--- src/rtl/uart_pkt_pkg.sv ---
// uart_pkt_pkg
//   Shared definitions for the UART packet controller: header type codes,
//   parser state encoding and the word-FIFO entry layout.
package uart_pkt_pkg;

    // Header byte values that select how the payload is routed
    localparam logic [7:0] LOOPBACK = 8'd0;
    localparam logic [7:0] BOOT     = 8'd1;
    localparam logic [7:0] SCANF    = 8'd3;

    typedef enum logic [2:0] {
        IDLE,
        ADDR,
        SIZE_LO,
        SIZE_HI,
        PAYLOAD,
        DISCARD
    } state_e;

    // "type" is a reserved word, so the type field is called pkt_type
    typedef struct packed {
        logic [31:0] data;
        logic [7:0]  addr;
        logic [1:0]  pkt_type;
        logic        last;
    } fifo_entry_t;

    function automatic logic hdr_is_valid(input logic [7:0] hdr);
        return (hdr == LOOPBACK) || (hdr == BOOT) || (hdr == SCANF);
    endfunction

endpackage

--- src/rtl/uart_pkt_fifo.sv ---
// uart_pkt_fifo
//   Synchronous word FIFO between the packer and the NoC port.
//   Ports:
//     clk_i, reset_i      clock, synchronous active-high reset
//     push_i, push_data_i write request and entry
//     pop_i               read request (ignored while empty)
//     pop_data_o          head entry, forced to zero while empty
//     full_o, empty_o     occupancy flags
//   A push into a full FIFO is accepted only when a pop happens in the
//   same cycle; otherwise it is silently ignored (the caller flags it).
module uart_pkt_fifo
    import uart_pkt_pkg::*;
#(
    parameter int DEPTH = 4
) (
    input  logic        clk_i,
    input  logic        reset_i,
    input  logic        push_i,
    input  fifo_entry_t push_data_i,
    input  logic        pop_i,
    output fifo_entry_t pop_data_o,
    output logic        full_o,
    output logic        empty_o
);

    localparam int AW = (DEPTH > 1) ? $clog2(DEPTH) : 1;

    fifo_entry_t   mem_q [DEPTH];
    logic [AW-1:0] wr_ptr_q;
    logic [AW-1:0] rd_ptr_q;
    logic [AW:0]   count_q;
    logic          do_push;
    logic          do_pop;

    assign empty_o    = (count_q == '0);
    assign full_o     = (count_q == (AW+1)'(DEPTH));
    assign do_pop     = pop_i && !empty_o;
    assign do_push    = push_i && (!full_o || do_pop);
    assign pop_data_o = empty_o ? '0 : mem_q[rd_ptr_q];

    // Storage array carries no reset; the read port is masked while empty
    always_ff @(posedge clk_i) begin
        if (do_push) begin
            mem_q[wr_ptr_q] <= push_data_i;
        end
    end

    always_ff @(posedge clk_i) begin
        if (reset_i) begin
            wr_ptr_q <= '0;
            rd_ptr_q <= '0;
            count_q  <= '0;
        end else begin
            if (do_push) begin
                wr_ptr_q <= wr_ptr_q + AW'(1);
            end
            if (do_pop) begin
                rd_ptr_q <= rd_ptr_q + AW'(1);
            end
            case ({do_push, do_pop})
                2'b10:   count_q <= count_q + (AW+1)'(1);
                2'b01:   count_q <= count_q - (AW+1)'(1);
                default: count_q <= count_q;
            endcase
        end
    end

endmodule

--- src/rtl/uart_pkt_ctrl.sv ---
// uart_pkt_ctrl
//   Parses framed packets from a UART byte stream
//   (header, NoC address, size low, size high, payload).
//   Loopback packets echo their payload to the UART transmitter through a
//   single-entry register; boot/scanf packets are packed little-endian into
//   32-bit words and queued toward the NoC. Unknown headers are skipped.
//   Ports:
//     sys_clock, reset        clock, synchronous active-high reset
//     rx_data, rx_valid       received bytes, one-cycle strobe, no backpressure
//     tx_data, tx_valid,
//     tx_ready                byte stream to the UART transmitter
//     noc_data/addr/type/last,
//     noc_valid, noc_ready    word stream toward the NoC
//     busy                    packet in progress or output still pending
//     err_header, err_overflow,
//     err_timeout             one-cycle error pulses
//   Build option: define UART_PKT_TIMEOUT_EN to abort a packet after
//   TIMEOUT_CYCLES cycles without a byte; otherwise err_timeout is tied low.
module uart_pkt_ctrl
    import uart_pkt_pkg::*;
#(
    parameter int TIMEOUT_CYCLES = 100000,
    parameter int FIFO_DEPTH     = 4
) (
    input  logic        sys_clock,
    input  logic        reset,
    input  logic [7:0]  rx_data,
    input  logic        rx_valid,
    output logic [7:0]  tx_data,
    output logic        tx_valid,
    input  logic        tx_ready,
    output logic [31:0] noc_data,
    output logic [7:0]  noc_addr,
    output logic [1:0]  noc_type,
    output logic        noc_last,
    output logic        noc_valid,
    input  logic        noc_ready,
    output logic        busy,
    output logic        err_header,
    output logic        err_overflow,
    output logic        err_timeout
);

    state_e      state_q, state_d;
    logic [7:0]  hdr_q, hdr_d;
    logic [7:0]  addr_q, addr_d;
    logic [7:0]  size_lo_q, size_lo_d;
    logic [15:0] cnt_q, cnt_d;
    logic [15:0] size_full;
    logic [31:0] word_q, word_d, new_word;
    logic [1:0]  idx_q, idx_d;
    logic        push_q, push_d;
    fifo_entry_t push_entry_q, push_entry_d;
    fifo_entry_t pop_entry;
    logic [7:0]  tx_data_q, tx_data_d;
    logic        tx_valid_q, tx_valid_d;
    logic        err_header_q, err_header_d;
    logic        err_overflow_q;
    logic        tx_drop;
    logic        fifo_full, fifo_empty, fifo_pop, fifo_drop;
    logic        timeout_hit;

    // Next-state logic for the parser, the word packer and the TX register.
    // A finished word is staged in push_entry_q for one cycle before it is
    // written to the FIFO, giving the two-cycle byte-to-NoC latency.
    always_comb begin
        state_d      = state_q;
        hdr_d        = hdr_q;
        addr_d       = addr_q;
        size_lo_d    = size_lo_q;
        cnt_d        = cnt_q;
        word_d       = word_q;
        idx_d        = idx_q;
        push_d       = 1'b0;
        push_entry_d = push_entry_q;
        tx_data_d    = tx_data_q;
        tx_valid_d   = tx_valid_q && !tx_ready;
        err_header_d = 1'b0;
        tx_drop      = 1'b0;
        size_full    = {rx_data, size_lo_q};
        new_word     = word_q;

        case (state_q)
            IDLE: if (rx_valid) begin
                hdr_d   = rx_data;
                state_d = ADDR;
            end
            ADDR: if (rx_valid) begin
                addr_d  = rx_data;
                state_d = SIZE_LO;
            end
            SIZE_LO: if (rx_valid) begin
                size_lo_d = rx_data;
                state_d   = SIZE_HI;
            end
            SIZE_HI: if (rx_valid) begin
                cnt_d  = size_full;
                word_d = '0;
                idx_d  = '0;
                if (size_full == 16'd0) begin
                    state_d = IDLE;
                end else if (hdr_is_valid(hdr_q)) begin
                    state_d = PAYLOAD;
                end else begin
                    state_d      = DISCARD;
                    err_header_d = 1'b1;
                end
            end
            PAYLOAD: if (rx_valid) begin
                cnt_d = cnt_q - 16'd1;
                if (hdr_q == LOOPBACK) begin
                    // Register may be refilled in the cycle its byte leaves
                    if (!tx_valid_q || tx_ready) begin
                        tx_data_d  = rx_data;
                        tx_valid_d = 1'b1;
                    end else begin
                        tx_drop = 1'b1;
                    end
                end else begin
                    new_word[{idx_q, 3'b000} +: 8] = rx_data;
                    if ((idx_q == 2'd3) || (cnt_q == 16'd1)) begin
                        // word_q is cleared after each push, so a partial
                        // final word already has zero upper bytes
                        push_d       = 1'b1;
                        push_entry_d = '{data:     new_word,
                                         addr:     addr_q,
                                         pkt_type: hdr_q[1:0],
                                         last:     (cnt_q == 16'd1)};
                        word_d       = '0;
                        idx_d        = '0;
                    end else begin
                        word_d = new_word;
                        idx_d  = idx_q + 2'd1;
                    end
                end
                if (cnt_q == 16'd1) begin
                    state_d = IDLE;
                end
            end
            DISCARD: if (rx_valid) begin
                cnt_d = cnt_q - 16'd1;
                if (cnt_q == 16'd1) begin
                    state_d = IDLE;
                end
            end
            default: state_d = IDLE;
        endcase

        // Abort drops any partially packed word; queued words stay
        if (timeout_hit) begin
            state_d = IDLE;
            word_d  = '0;
            idx_d   = '0;
        end
    end

    always_ff @(posedge sys_clock) begin
        if (reset) begin
            state_q        <= IDLE;
            hdr_q          <= '0;
            addr_q         <= '0;
            size_lo_q      <= '0;
            cnt_q          <= '0;
            word_q         <= '0;
            idx_q          <= '0;
            push_q         <= 1'b0;
            push_entry_q   <= '0;
            tx_data_q      <= '0;
            tx_valid_q     <= 1'b0;
            err_header_q   <= 1'b0;
            err_overflow_q <= 1'b0;
        end else begin
            state_q        <= state_d;
            hdr_q          <= hdr_d;
            addr_q         <= addr_d;
            size_lo_q      <= size_lo_d;
            cnt_q          <= cnt_d;
            word_q         <= word_d;
            idx_q          <= idx_d;
            push_q         <= push_d;
            push_entry_q   <= push_entry_d;
            tx_data_q      <= tx_data_d;
            tx_valid_q     <= tx_valid_d;
            err_header_q   <= err_header_d;
            err_overflow_q <= fifo_drop || tx_drop;
        end
    end

`ifdef UART_PKT_TIMEOUT_EN
    logic [31:0] idle_cnt_q, idle_cnt_d;
    logic        err_timeout_q;

    // Counts consecutive byte-less cycles while a packet is open
    always_comb begin
        idle_cnt_d  = '0;
        timeout_hit = 1'b0;
        if ((state_q != IDLE) && !rx_valid) begin
            if (idle_cnt_q == 32'(TIMEOUT_CYCLES - 1)) begin
                timeout_hit = 1'b1;
            end else begin
                idle_cnt_d = idle_cnt_q + 32'd1;
            end
        end
    end

    always_ff @(posedge sys_clock) begin
        if (reset) begin
            idle_cnt_q    <= '0;
            err_timeout_q <= 1'b0;
        end else begin
            idle_cnt_q    <= idle_cnt_d;
            err_timeout_q <= timeout_hit;
        end
    end

    assign err_timeout = err_timeout_q;
`else
    assign timeout_hit = 1'b0;
    assign err_timeout = 1'b0;
`endif

    assign fifo_pop  = !fifo_empty && noc_ready;
    assign fifo_drop = push_q && fifo_full && !fifo_pop;

    uart_pkt_fifo #(
        .DEPTH (FIFO_DEPTH)
    ) u_fifo (
        .clk_i       (sys_clock),
        .reset_i     (reset),
        .push_i      (push_q),
        .push_data_i (push_entry_q),
        .pop_i       (fifo_pop),
        .pop_data_o  (pop_entry),
        .full_o      (fifo_full),
        .empty_o     (fifo_empty)
    );

    assign noc_valid    = !fifo_empty;
    assign noc_data     = pop_entry.data;
    assign noc_addr     = pop_entry.addr;
    assign noc_type     = pop_entry.pkt_type;
    assign noc_last     = pop_entry.last;
    assign tx_data      = tx_data_q;
    assign tx_valid     = tx_valid_q;
    assign err_header   = err_header_q;
    assign err_overflow = err_overflow_q;
    // push_q covers the staging cycle between the last byte and the FIFO
    assign busy         = (state_q != IDLE) || !fifo_empty || tx_valid_q || push_q;

endmodule
--- config.mk ---
export PLATFORM = sky130hd
export DESIGN_NAME = uart_pkt_ctrl
export DESIGN_NICKNAME = d
export VERILOG_FILES = /design/src/rtl/uart_pkt_pkg.sv /design/src/rtl/uart_pkt_fifo.sv /design/src/rtl/uart_pkt_ctrl.sv
export SDC_FILE = /design/constraint.sdc
export NUM_CORES = 1
export LEC_CHECK = 0
export BUFFER_PORTS_ARGS = -buffer_cell sky130_fd_sc_hd__buf_4
export CORE_UTILIZATION = 55
export DETAILED_ROUTE_END_ITERATION = 12
export GPL_ROUTABILITY_DRIVEN = 0
export PLACE_DENSITY = 0.7
export SKIP_CTS_REPAIR_TIMING = 1
export SLEW_MARGIN = 20
export SYNTH_ARGS = -nofsm -noshare
export SYNTH_HDL_FRONTEND = slang
export SYNTH_HIERARCHICAL = 1
export SYNTH_SLANG_ARGS = --single-unit
--- constraint.sdc ---
create_clock -name sys_clock -period 9.2 [get_ports sys_clock]
set_clock_uncertainty 0.15 [all_clocks]
set_input_delay 1.84 -clock sys_clock [delete_from_list [all_inputs] [get_ports sys_clock]]
set_output_delay 1.84 -clock sys_clock [all_outputs]
set_load 0.01 [all_outputs]
* After elaboration in Yosys (flattened, before gate mapping) *
Memories as Yosys holds them, arrays and structs flattened. A register that Yosys moved wholly into a read port is not among the register bits.
Index checks and enable logic that the tools add are counted.

storage, ports and cells
  latch bits = 0
  bits of input ports = 13
  word-level logic and storage cells = 131
  register bits after elaboration = 139
  memory bits (writable) = 172
  memories = 1
  ROM bits = 0

cells by class
  add/subtract/negate cells = 7
  order comparisons = 0
  multiply operators = 0
  shift operators = 2
  mux-type cells = 39
  bitwise gates (word level) = 4
  reductions and logical operators = 39
  eq/ne operators = 20
  div/mod/pow operators = 0

memories
  name          depth  width  rd ports  clocked after memory_dff  write ports  RTL line             source
  u_fifo.mem_q  4      43     1         1                         1            uart_pkt_fifo.sv:28  fifo_entry_t mem_q [DEPTH];

operators with widths
  operator                                                                number
  32-bit two-way mux                                                      4
  32-bit case mux with 2 select lines                                     1
  43-bit two-way mux                                                      1
  32-bit bitwise mux                                                      1
  16-bit two-way mux                                                      2
  16-bit case mux with 2 select lines                                     1
  8-bit by 7-bit variable shift with 32-bit output, first input constant  1
  8-bit by 7-bit indexed part select with 32-bit output                   1
  3-bit two-way mux                                                       7
  16-bit by 1-bit == test with 1-bit output, second input constant        1
  16-bit logical NOT                                                      1
  16-bit by 1-bit subtractor with 16-bit output, second input constant    1
  3-bit case mux with 5 select lines                                      1
  1-bit two-way mux                                                       13
  2-bit two-way mux                                                       6
  2-bit != test, second input constant                                    6
  4-bit AND reduction                                                     3
  3-bit == test, second input constant                                    3
  1-bit logical OR                                                        9
  8-bit by 1-bit == test with 1-bit output, second input constant         1
  8-bit by 2-bit == test with 1-bit output, second input constant         1
  8-bit logical NOT                                                       1
  4-bit OR reduction                                                      2
  5-bit negation with 7-bit output                                        1
  other kinds (20)                                                        42

* Logic depth before layout (Yosys ltp) *
  word-level depth = 8
  mapped depth = 13
  mapped depth without buffers = 11

* Hierarchy *
Netlist, hierarchy kept.

by module, submodules not included
  module         cells an instance  area an instance (um^2)  sequential area each (um^2)  times used
  uart_pkt_fifo  327                6979.2                   5345.1                       1
  uart_pkt_ctrl  692                6022.0                   2642.5                       1

* Worst setup path before layout *
Ideal clock, no wire load.

  kind = input -> register
  start point = input noc_ready
  end point = memory u_fifo/mem_q[0][0] (netlist bit) (enable)
  arrival = 3.530 ns
  slack = 5.115 ns
  buffers on the path = 0
  cell stages on the path = 4
  cell sequence = nor2b_1 > inv_1 > a21boi_1 > and2_1

between the ends
  cells in the longest elaborated chain, start to end = 6

ends and longest elaborated chain
  element                                  RTL line              source
  from (decl)                              uart_pkt_ctrl.sv:37   input logic noc_ready,
  1-bit logical AND                        uart_pkt_ctrl.sv:222  assign fifo_pop = !fifo_empty && noc_ready;
  1-bit logical AND                        uart_pkt_fifo.sv:37   assign do_pop = pop_i && !empty_o;
  1-bit logical OR                         uart_pkt_fifo.sv:38   assign do_push = push_i && (!full_o || do_pop);
  1-bit logical AND                        uart_pkt_fifo.sv:38
  1-bit two-way mux                        uart_pkt_fifo.sv:43   if (do_push) begin
  1-bit two-way mux (not written as such)  uart_pkt_fifo.sv:44   mem_q[wr_ptr_q] <= push_data_i;
  to (decl)                                uart_pkt_fifo.sv:28

No other way between the ends.

==> key figures <==
Status
  – Outcome: finished clean

Global route
  – Grt total ovfl: 0
  – Largest net degree at the start of global routing: slightly below 70
  – Initial antenna violation count: 0
  – Vias in the first global route: ~7800
  – First-pass GRT wire length: roughly 42000 um
  – Total GRT Usage: 0.222

Timing
  – RSZ-0062 raised after global routing: no
  – Relative max-transition margin: 0.391
  – Final Hold Fails: 0
  – Setup TNS: 0 ps
  – Final period util: 0.489
  – Slew @ Worst Pin: around 900 ps
  – WHS: 306 ps
  – Final Slew Violations: 0
  – Peak Freq: 222 MHz
  – Post-route minimum period: approximately 4500 ps
  – Setup-failing EPs final: 0

Synth
  – Ys async rst share: 0
  – YS warnings: 6
  – Net Count, Synth: ~1000
  – Avg Cell Area, Syn: 12.8 um^2
  – Seq cells post-synth: approximately 310
  – Yosys cell types: 60
  – Seq/Total Area, Yosys: 0.614
  – Cell taking the most area after synthesis: edfxtp_1
  – Area share of the largest cell type after synthesis: 0.397
  – Area contributors post-synth: edfxtp_1 40%, dfxtp_1 22%, mux4_2 7.4%
  – Predominant post-synthesis flop cell: edfxtp_1
  – Cells after synthesis: between 1000 and 1500
  – Mapped cell area: approximately 13000 um^2
  – Number of synthesized flops with an enable pin: 172

Worst setup path
  – Required time of the critical path: a little over 7000 ps
  – Critical path class: reg -> out
  – Worst path max stage delay: between 600 and 700 ps
  – CP max stage cell: buf_4
  – Critical path cell sequence: buf_4 > mux4_2 > nor2b_1 > buf_4
  – Crit path buf inv count: 2
  – Worst Path Max Fanout: 43
  – Family with the most delay on the worst path: buffers and inverters
  – CP arrival: 2510 ps
  – Worst path most repeated cell: buf_4
  – R2R Setup Slk: 6190 ps
  – Kind of start point of the critical path: flop
  – CP endpoint kind: output pin

Die
  – # rows: between 50 and 60
  – Die area: roughly 24000 um^2
  – Die Y: ~160 um
  – Chip width: approximately 160 um
  – Ports: 70
  – Starting Density: 0.567
  – Core ar.: ~23000 um^2

Min path
  – Hold Path Class: reg -> reg

Clock tree
  – CTS tree: done
  – Num CTS Buffers: 31
  – Worst skew pair latency: roughly 540 ps
  – Max clock buf depth: 3
  – Clock Pin Slew Worst Setup and Hold Paths: around 60 ps
  – Clock root cell: clkbuf_16
  – Depth of the CTS H-tree: 1
  – Clock sinks: 313

Final layout
  – Layout Nets: between 1000 and 1500
  – Ant diodes: 0
  – Share of cells above drive strength 1: 0.205
  – Layout area overhead: 13.2%
  – Core Util, Final: 0.642

Drt
  – Final antenna-violating net count: 0
  – 1st-iter DRT viols: 406
  – Final wirelength: between 20000 and 30000 um
  – Routed WL per cell: 18.7 um
  – Via density: about 5.6
  – # DRC: 0
  – Pre-antenna DRT Iters: 5
  – DR vias: a little under 8000

Power
  – IR drop worst, VDD: approximately 0.00016 V
  – Power Dens Cells: 189 nW/um^2
  – Leakage: slightly above 0.005 uW

Job
  – Max_cap viols: 0

Place
  – IO buf count: 68
  – HPWL after DPL: between 15000 and 20000 um
[worst reg2reg max path: cells and delay by family, from the launching register on]
kind,cells,cell delay [ps]
buf+inv,4,770
simple gates,3,660
fa+ha+maj,2,560
flops,1,340
compound gates,2,310
xor+xnor,1,160
[report_power, final]
group | switching, uW | internal [uW]
clock | 497 | 730
combinational | 52.9 | 23.2
sequential | 7.71 | 1470
total | 558 | 2220
[path summary, 6_finish.rpt]
| check | start | end | cells after the start |
|---|---|---|---|
| setup reg to reg | u_fifo/count_q[1] | u_fifo/count_q[2] | 12 |
| setup / recovery | flop | noc_addr[6] | 4 |
| hold reg to reg | addr_q[1] | addr_q[1] | 2 |
| hold / removal | addr_q[1] | addr_q[1] | 2 |
[per-layer routing]
layer	routed length, um	up-vias	track usage	share of wire
li1	-	3815	-	-
met5	0	-	0	0
met1	11800	3831	0.308	0.45
met3	1370	33	0.0275	0.052
met2	12700	209	0.373	0.48
met4	412	0	0.0574	0.016
[sequential cells by signal, indices dropped and copies added (netlist names), 2 cells and up, named ones only]
register,count
addr_q,8
cnt_q,16
hdr_q,8
idx_q,2
push_entry_q,43
size_lo_q,8
state_q,3
tx_data,8
u_fifo/count_q,3
u_fifo/mem_q,172
u_fifo/rd_ptr_q,2
u_fifo/wr_ptr_q,2
word_q,32
[cells in the final DEF, fill, tap and decap left out, types with 31 or more instances in the layout]
cell / count
a21oi_1: 77
a22o_1: 33
buf_4: 83
clkbuf_16: 31
dfxtp_1: 139
edfxtp_1: 172
mux2_2: 36
mux4_2: 43
nand2_1: 105
nor2_1: 53
nor2b_1: 114
[layout make-up]
| class | instances | area, um^2 |
|---|---|---|
| fill | 1727 | 8190 |
| timing repair buffer | 83 | 623 |
| inverter | 15 | 56.3 |
| clock inverter | 7 | 68.8 |
| tap | 313 | 392 |
| sequential | 313 | 7990 |
| clock buffer | 51 | 951 |
| multi-input combinational | 622 | 4640 |
[through the flow]
stage	std cells	setup WS (ps)	cell area [um^2]	total power (uW)
3_5_place_dp	1346	4940	13700	1580
6_report	1404	4700	14700	2780
3_3_place_gp	1346	4960	13700	1580
5_1_grt	1404	4520	14700	2870
4_1_cts	1404	4610	14700	2800
2_1_floorplan	1019	5120	13000	1560
[synth_stat cells, types with 2 or more instances]
cell type,number
edfxtp_1,172
dfxtp_1,141
nor2b_1,114
nand2_1,105
a21oi_1,77
nor2_1,53
clkbuf_1,48
mux4_2,43
mux2_2,36
a22o_1,33
mux2i_1,21
o21ai_0,20
inv_1,14
ha_1,13
nor4_1,11
buf_2,10
a211oi_1,8
buf_6,8
nor3_1,8
and2_1,6
or3_1,5
nand2b_1,4
nand3_1,4
nor4bb_1,4
o22ai_1,4
or4_1,4
a31oi_1,3
nand4_1,3
nand4b_1,3
nor3b_1,3
o21a_1,3
xor2_1,3
a21o_1,2
a221oi_1,2
a32o_1,2
and3_1,2
buf_1,2
o211ai_1,2
o31ai_1,2
[cells by family (layout without fill, tap and decap cells)]
| kind of cell | count (synthesis) | after routing | synth area share |
|---|---|---|---|
| muxes | 100 | 100 | 0.122 |
| and+or+nand+nor | 336 | 336 | 0.135 |
| AOI/OAI and AO/OA | 168 | 168 | 0.0823 |
| DFF | 313 | 313 | 0.614 |
| xor gates and xnor gates | 3 | 3 | 0.00202 |
| buffers and inverters | 84 | 156 | 0.0301 |
| adders and majority gates | 14 | 14 | 0.0141 |
| other | 1 | 1 | 0.000288 |
No activity file was read; power rests on OpenSTA's default activity.
